## src/rtl/icache_refill_ctrl.sv

```systemverilog
// rtl/icache_refill_ctrl.sv - direct-mapped instruction cache with multi-word line refill
//
// Serves fetch hits combinationally. On a miss it stalls the fetch stage and
// fills the whole line from backing memory, one word per mem_ack.
//
// Ports:
//   clk        system clock, all state updates on the rising edge
//   RESET      synchronous, active-high reset
//   pc         fetch byte address (pc[1:0] ignored)
//   rd_en      fetch request this cycle
//   inval      single-cycle pulse, invalidates the whole cache
//   instr      instruction for pc, NOP (32'h0000_0013) whenever stall=1
//   stall      instr not valid this cycle; hold PC and IF/DEC register
//   mem_req    backing-memory word read request
//   mem_addr   word-aligned backing-memory address (0 when not filling)
//   mem_ack    mem_rdata is valid for mem_addr this cycle
//   mem_rdata  returned memory word
//   miss_cnt   saturating count of refills started
module icache_refill_ctrl #(
    parameter int LINES      = 16,
    parameter int LINE_WORDS = 4
) (
    input  logic        clk,
    input  logic        RESET,
    input  logic [31:0] pc,
    input  logic        rd_en,
    input  logic        inval,
    output logic [31:0] instr,
    output logic        stall,
    output logic        mem_req,
    output logic [31:0] mem_addr,
    input  logic        mem_ack,
    input  logic [31:0] mem_rdata,
    output logic [15:0] miss_cnt
);

    localparam int OB = $clog2(LINE_WORDS);
    localparam int IB = $clog2(LINES);
    localparam int TB = 32 - IB - OB - 2;
    localparam logic [OB-1:0] LAST_WORD = OB'(LINE_WORDS - 1);
    localparam logic [31:0]   NOP       = 32'h0000_0013;

    typedef enum logic [1:0] {
        S_IDLE,
        S_FILL,
        S_DONE
    } state_t;

    state_t          state_q, state_d;
    logic [LINES-1:0] valid_q, valid_d;
    logic [OB-1:0]   cnt_q, cnt_d;
    logic [TB-1:0]   ltag_q, ltag_d;
    logic [IB-1:0]   lidx_q, lidx_d;
    logic [15:0]     miss_cnt_q, miss_cnt_d;
    logic            pend_inval_q, pend_inval_d;

    logic [TB-1:0]   tag_arr_q [LINES];
    logic [31:0]     data_q    [LINES*LINE_WORDS];
    logic            data_we;
    logic            tag_we;

    logic [OB-1:0]   off;
    logic [IB-1:0]   idx;
    logic [TB-1:0]   tag;
    logic            hit;
    logic            pc_unused;

    assign off       = pc[OB+1:2];
    assign idx       = pc[IB+OB+1:OB+2];
    assign tag       = pc[31:IB+OB+2];
    assign pc_unused = ^pc[1:0];
    assign hit       = rd_en & valid_q[idx] & (tag_arr_q[idx] == tag);
    assign miss_cnt  = miss_cnt_q;

    always_comb begin
        state_d      = state_q;
        valid_d      = valid_q;
        cnt_d        = cnt_q;
        ltag_d       = ltag_q;
        lidx_d       = lidx_q;
        miss_cnt_d   = miss_cnt_q;
        pend_inval_d = pend_inval_q;
        stall        = 1'b0;
        mem_req      = 1'b0;
        mem_addr     = 32'h0;
        instr        = NOP;
        data_we      = 1'b0;
        tag_we       = 1'b0;

        case (state_q)
            S_IDLE: begin
                // Invalidation takes a whole cycle of its own so a lookup
                // never races with the clear of the valid bits.
                if (inval || pend_inval_q) begin
                    stall        = 1'b1;
                    valid_d      = '0;
                    pend_inval_d = 1'b0;
                end else if (rd_en) begin
                    if (hit) begin
                        instr = data_q[{idx, off}];
                    end else begin
                        stall   = 1'b1;
                        ltag_d  = tag;
                        lidx_d  = idx;
                        cnt_d   = '0;
                        state_d = S_FILL;
                        if (miss_cnt_q != 16'hFFFF) begin
                            miss_cnt_d = miss_cnt_q + 16'd1;
                        end
                    end
                end
            end
            S_FILL: begin
                stall    = 1'b1;
                mem_req  = 1'b1;
                mem_addr = {ltag_q, lidx_q, cnt_q, 2'b00};
                if (inval) begin
                    pend_inval_d = 1'b1;
                end
                if (mem_ack) begin
                    data_we = 1'b1;
                    cnt_d   = cnt_q + OB'(1);
                    if (cnt_q == LAST_WORD) begin
                        valid_d[lidx_q] = 1'b1;
                        tag_we          = 1'b1;
                        state_d         = S_DONE;
                    end
                end
            end
            S_DONE: begin
                // One settling cycle; the next IDLE cycle re-looks-up pc.
                stall   = 1'b1;
                state_d = S_IDLE;
                if (inval) begin
                    pend_inval_d = 1'b1;
                end
            end
            default: begin
                state_d = S_IDLE;
            end
        endcase
    end

    always_ff @(posedge clk) begin
        if (RESET) begin
            state_q      <= S_IDLE;
            valid_q      <= '0;
            cnt_q        <= '0;
            ltag_q       <= '0;
            lidx_q       <= '0;
            miss_cnt_q   <= 16'h0;
            pend_inval_q <= 1'b0;
        end else begin
            state_q      <= state_d;
            valid_q      <= valid_d;
            cnt_q        <= cnt_d;
            ltag_q       <= ltag_d;
            lidx_q       <= lidx_d;
            miss_cnt_q   <= miss_cnt_d;
            pend_inval_q <= pend_inval_d;
        end
    end

    // Line storage carries no reset; the valid bits alone qualify it.
    always_ff @(posedge clk) begin
        if (!RESET && data_we) begin
            data_q[{lidx_q, cnt_q}] <= mem_rdata;
        end
        if (!RESET && tag_we) begin
            tag_arr_q[lidx_q] <= ltag_q;
        end
    end

endmodule

```

## config.mk

```make
export PLATFORM = sky130hd
export DESIGN_NAME = icache_refill_ctrl
export DESIGN_NICKNAME = d
export VERILOG_FILES = /design/src/rtl/icache_refill_ctrl.sv
export SDC_FILE = /design/constraint.sdc
export NUM_CORES = 2
export LEC_CHECK = 0
export CAP_MARGIN = 40
export CORE_MARGIN = 2
export CORE_UTILIZATION = 54
export CTS_BUF_LIST = sky130_fd_sc_hd__clkbuf_2 sky130_fd_sc_hd__clkbuf_4 sky130_fd_sc_hd__clkbuf_8
export CTS_CLUSTER_SIZE = 40
export DETAILED_ROUTE_END_ITERATION = 6
export HOLD_SLACK_MARGIN = 0.02
export PLACE_DENSITY_LB_ADDON = 0.2
export REMOVE_ABC_BUFFERS = 1
export SLEW_MARGIN = 30
export SYNTH_ARGS = -nofsm -noshare
export SYNTH_HDL_FRONTEND = slang
export SYNTH_SLANG_ARGS = --single-unit
```

## constraint.sdc

```tcl
create_clock -name clk -period 12.75 [get_ports clk]
set_clock_uncertainty 0.1 [all_clocks]
set_input_delay 2.55 -clock clk [delete_from_list [all_inputs] [get_ports clk]]
set_output_delay 2.55 -clock clk [all_outputs]
set_load 0.01 [all_outputs]
```

==> impl_metrics.tcl <==
set metrics [dict create \
    synth_simple_gate_area_share_pct 1.65 \
    fin_crit_sh_pct 78.3 \
    post_dp_cell_area_um2 102000 \
    synthesis.area_um2 96000 \
    cts_buffers 406 \
    grt_pass1_vias 46259 \
    fin_total_pwr_mw 16.4 \
    setup_ws_ns 2.76 \
    cts_resized 0 \
    hold_path.class "reg2reg" \
    required_ns 10.10 \
    clk_latency_ns 1.07 \
    fin_nets 4623 \
    outcome "finished clean" \
    core_area_um2 176000 \
    slew_headroom_pct 31.5 \
    rsz0062_at_grt "false" \
    p_leak_nw 34.6 \
    drtAntennaViolNets 0 \
    holdWs_ns 0.372 \
    maxCapViolCount 0 \
    placed_cells 6474 \
    start_util_pct 54.4 \
    clockRootBuffer "clkbuf_8" \
    avgSynthCellArea_um2 23.8 \
    p_per_area_nw_per_um2 150 \
    routabilityCongestion 0.755 \
    die_width_um 426 \
    place_hpwl_um 127000 \
    synth_adder_area_share_pct 0.0651 \
    synthCells 4037 \
    clkTransAtPathRegs_ns 0.06 \
    ys_types 62 \
    route.vias.total 46412 \
    groute.usage.overall_pct 27.0 \
    worstMarginPinSlew_ns 1.03 \
    synth_top_flop_cell "edfxtp_1" \
    fillerInstances 11950 \
    fin_crit_ns 9.99 \
    peakVddDrop_uv 106 \
    synth_top_family_by_area "multiplexers" \
    grt_max_degree 133 \
    wire_per_inst_um 33.5 \
    end_kind "primary output" \
    vias_per_cell 6.45 \
    synthXorXnorAreaFrac_pct 0.219 \
    dr.pass1.iters 5 \
    cts.sinks 2497 \
    postCtsHoldBufs 0 \
    yosysWarnings 0 \
    pre_cts_ws_ns 2.76 \
    seq_area_frac_synth_pct 77.4 \
    drt_iter0_drc 5999 \
    finalHoldViolCount 0 \
    rows 154 \
    fin_area_um2 110000 \
    finalNonFillerCells 7195 \
    port_buffers 146 \
    pin_count 151 \
    die_h_um 426 \
    startpoint_type "primary input" \
    finalMaxSlewViolations 0 \
    cts_tree "yes" \
    drive_gt1_share_pct 34.8 \
    setup_viol 0 \
    dieArea_um2 181000 \
    wl_um 241000 \
    worst_ep_arrival_time_ns 7.34 \
    ys_ff_latch 2497 \
    critPathMaxFanout 40 \
    synth_edf_count 2432 \
    drc 0 \
    postCtsSetupBuffers 0 \
    cts_max_level 5 \
    criticalPathCategory "in2out" \
    async_flop_share_pct 0 \
    area_delta_synth_final_pct 14.4 \
    muxShareOfSynthArea_pct 18.9 \
    reg2reg_slack_ns 8.44 \
    finalSetupTns_ns 0 \
    utilization_pct 62.2 \
    synth_compound_area_share_pct 0.698 \
    grt_pass1_wl_um 341000 \
    antenna_found_initial 14 \
    grt.overflow.total 0 \
    ctsLongestPathBuffers 4 \
    max_freq_mhz 100 \
]
## worst paths after layout
kind	from	to	cells past startpoint
max reg2reg	state_q[1]$_SDFFE_PP0P_	data_q[0][26]$_DFFE_PP_	9
min	valid_q[14]$_SDFFE_PP0P_	valid_q[14]$_SDFFE_PP0P_	2
max	pc[5]	instr[1]	14
min reg2reg	valid_q[14]$_SDFFE_PP0P_	valid_q[14]$_SDFFE_PP0P_	2
## critical path, cell delays in order
cell	delay [ns]
buf_6	0.42
buf_16	0.31
buf_4	0.49
mux4_2	0.57
mux2i_1	0.23
xor2_1	0.17
nor2_1	0.07
a2111oi_0	0.51
nand4_1	0.35
nor2_4	0.41
buf_16	0.21
nand2_1	0.12
or2_2	0.33
clkdlybuf4s50_1	0.49
## cells by family (layout without fill, tap and decap cells)
group | Yosys count | count (layout)
flip-flops | 2497 | 2497
buffers and inverters | 231 | 1034
AO/OA/AOI/OAI | 93 | 93
multiplexers | 863 | 863
adder cells (fa/ha/maj) | 5 | 5
XOR/XNOR | 24 | 24
other | 1 | 16
AND/OR/NAND/NOR | 323 | 323
## layout by cell type (no fill, tap or decap), types with 9 or more instances in the layout
cell type	netlist	routed
inv_1	15	15
mux4_2	760	760
nand2_1	21	21
and3_1	33	33
bufinv_16	0	9
mux2_1	9	9
clkbuf_8	0	416
clkdlybuf4s50_1	0	107
buf_2	23	30
and2_1	35	35
mux2i_1	81	81
mux2_2	13	13
diode_2	0	14
xnor2_1	14	14
buf_12	0	44
nor2_1	155	74
nor2_4	0	81
xor2_1	10	10
buf_4	13	105
nor2b_1	16	16
clkinv_2	0	41
nand3_1	15	14
or2_2	9	9
buf_16	0	15
clkinv_1	0	97
a21oi_1	26	26
edfxtp_1	2432	2432
dfxtp_1	65	65
buf_8	0	10
clkbuf_4	0	131
## flip-flops by register name, summed over array words and instances (netlist names)
name and flops:
cnt_q 2, data_q 2048, lidx_q 4, ltag_q 24, miss_cnt 16, pend_inval_q 1
state_q 2, tag_arr_q 384, valid_q 16
## report_power, final
part	total (mW)	switching [mW]	leakage (nW)	internal [mW]
sequential	9.04	0.0260	22.4	9.01
clock	6.61	3.04	4.04	3.57
combinational	0.777	0.437	8.22	0.341
total	16.4	3.50	34.6	12.9
## per-layer routing
metal	GRT usage (%)	wire length, um	vias to the layer above
met3	4.99	22500	447
met2	43.2	119000	2541
met1	38.4	93200	25024
met5	0	0	-
met4	8.27	6710	0
li1	-	-	18400
## cell usage after synthesis, drive strengths merged (7+ instances only)
| master | instances | share of area [%] |
|---|---|---|
| a21oi | 26 | 0.14 |
| and2 | 35 | 0.23 |
| and3 | 33 | 0.21 |
| buf | 84 | 0.46 |
| clkbuf | 132 | 0.52 |
| dfxtp | 65 | 1.4 |
| edfxtp | 2432 | 76 |
| inv | 15 | 0.059 |
| mux2 | 22 | 0.26 |
| mux2i | 81 | 0.84 |
| mux4 | 760 | 18 |
| nand2 | 21 | 0.082 |
| nand3 | 15 | 0.078 |
| nor2 | 155 | 0.61 |
| nor2b | 16 | 0.10 |
| o21ai | 7 | 0.036 |
| o22ai | 8 | 0.052 |
| o31ai | 7 | 0.055 |
| or2 | 9 | 0.059 |
| xnor2 | 14 | 0.13 |
| xor2 | 10 | 0.091 |
## layout make-up
class | count | area [um^2] | share of cell area [%]
clock buffers | 547 | 6710 | 6.11
inverters | 15 | 56.3 | 0.0513
clock inverters | 153 | 888 | 0.809
flip-flops and latches | 2497 | 74300 | 67.7
diodes | 14 | 35.0 | 0.0319
well taps | 2340 | 2930 | 2.67
repair buffers | 319 | 3540 | 3.23
multi-input cells | 1310 | 21300 | 19.4
Note: power is estimated with default switching activity, not from simulation.
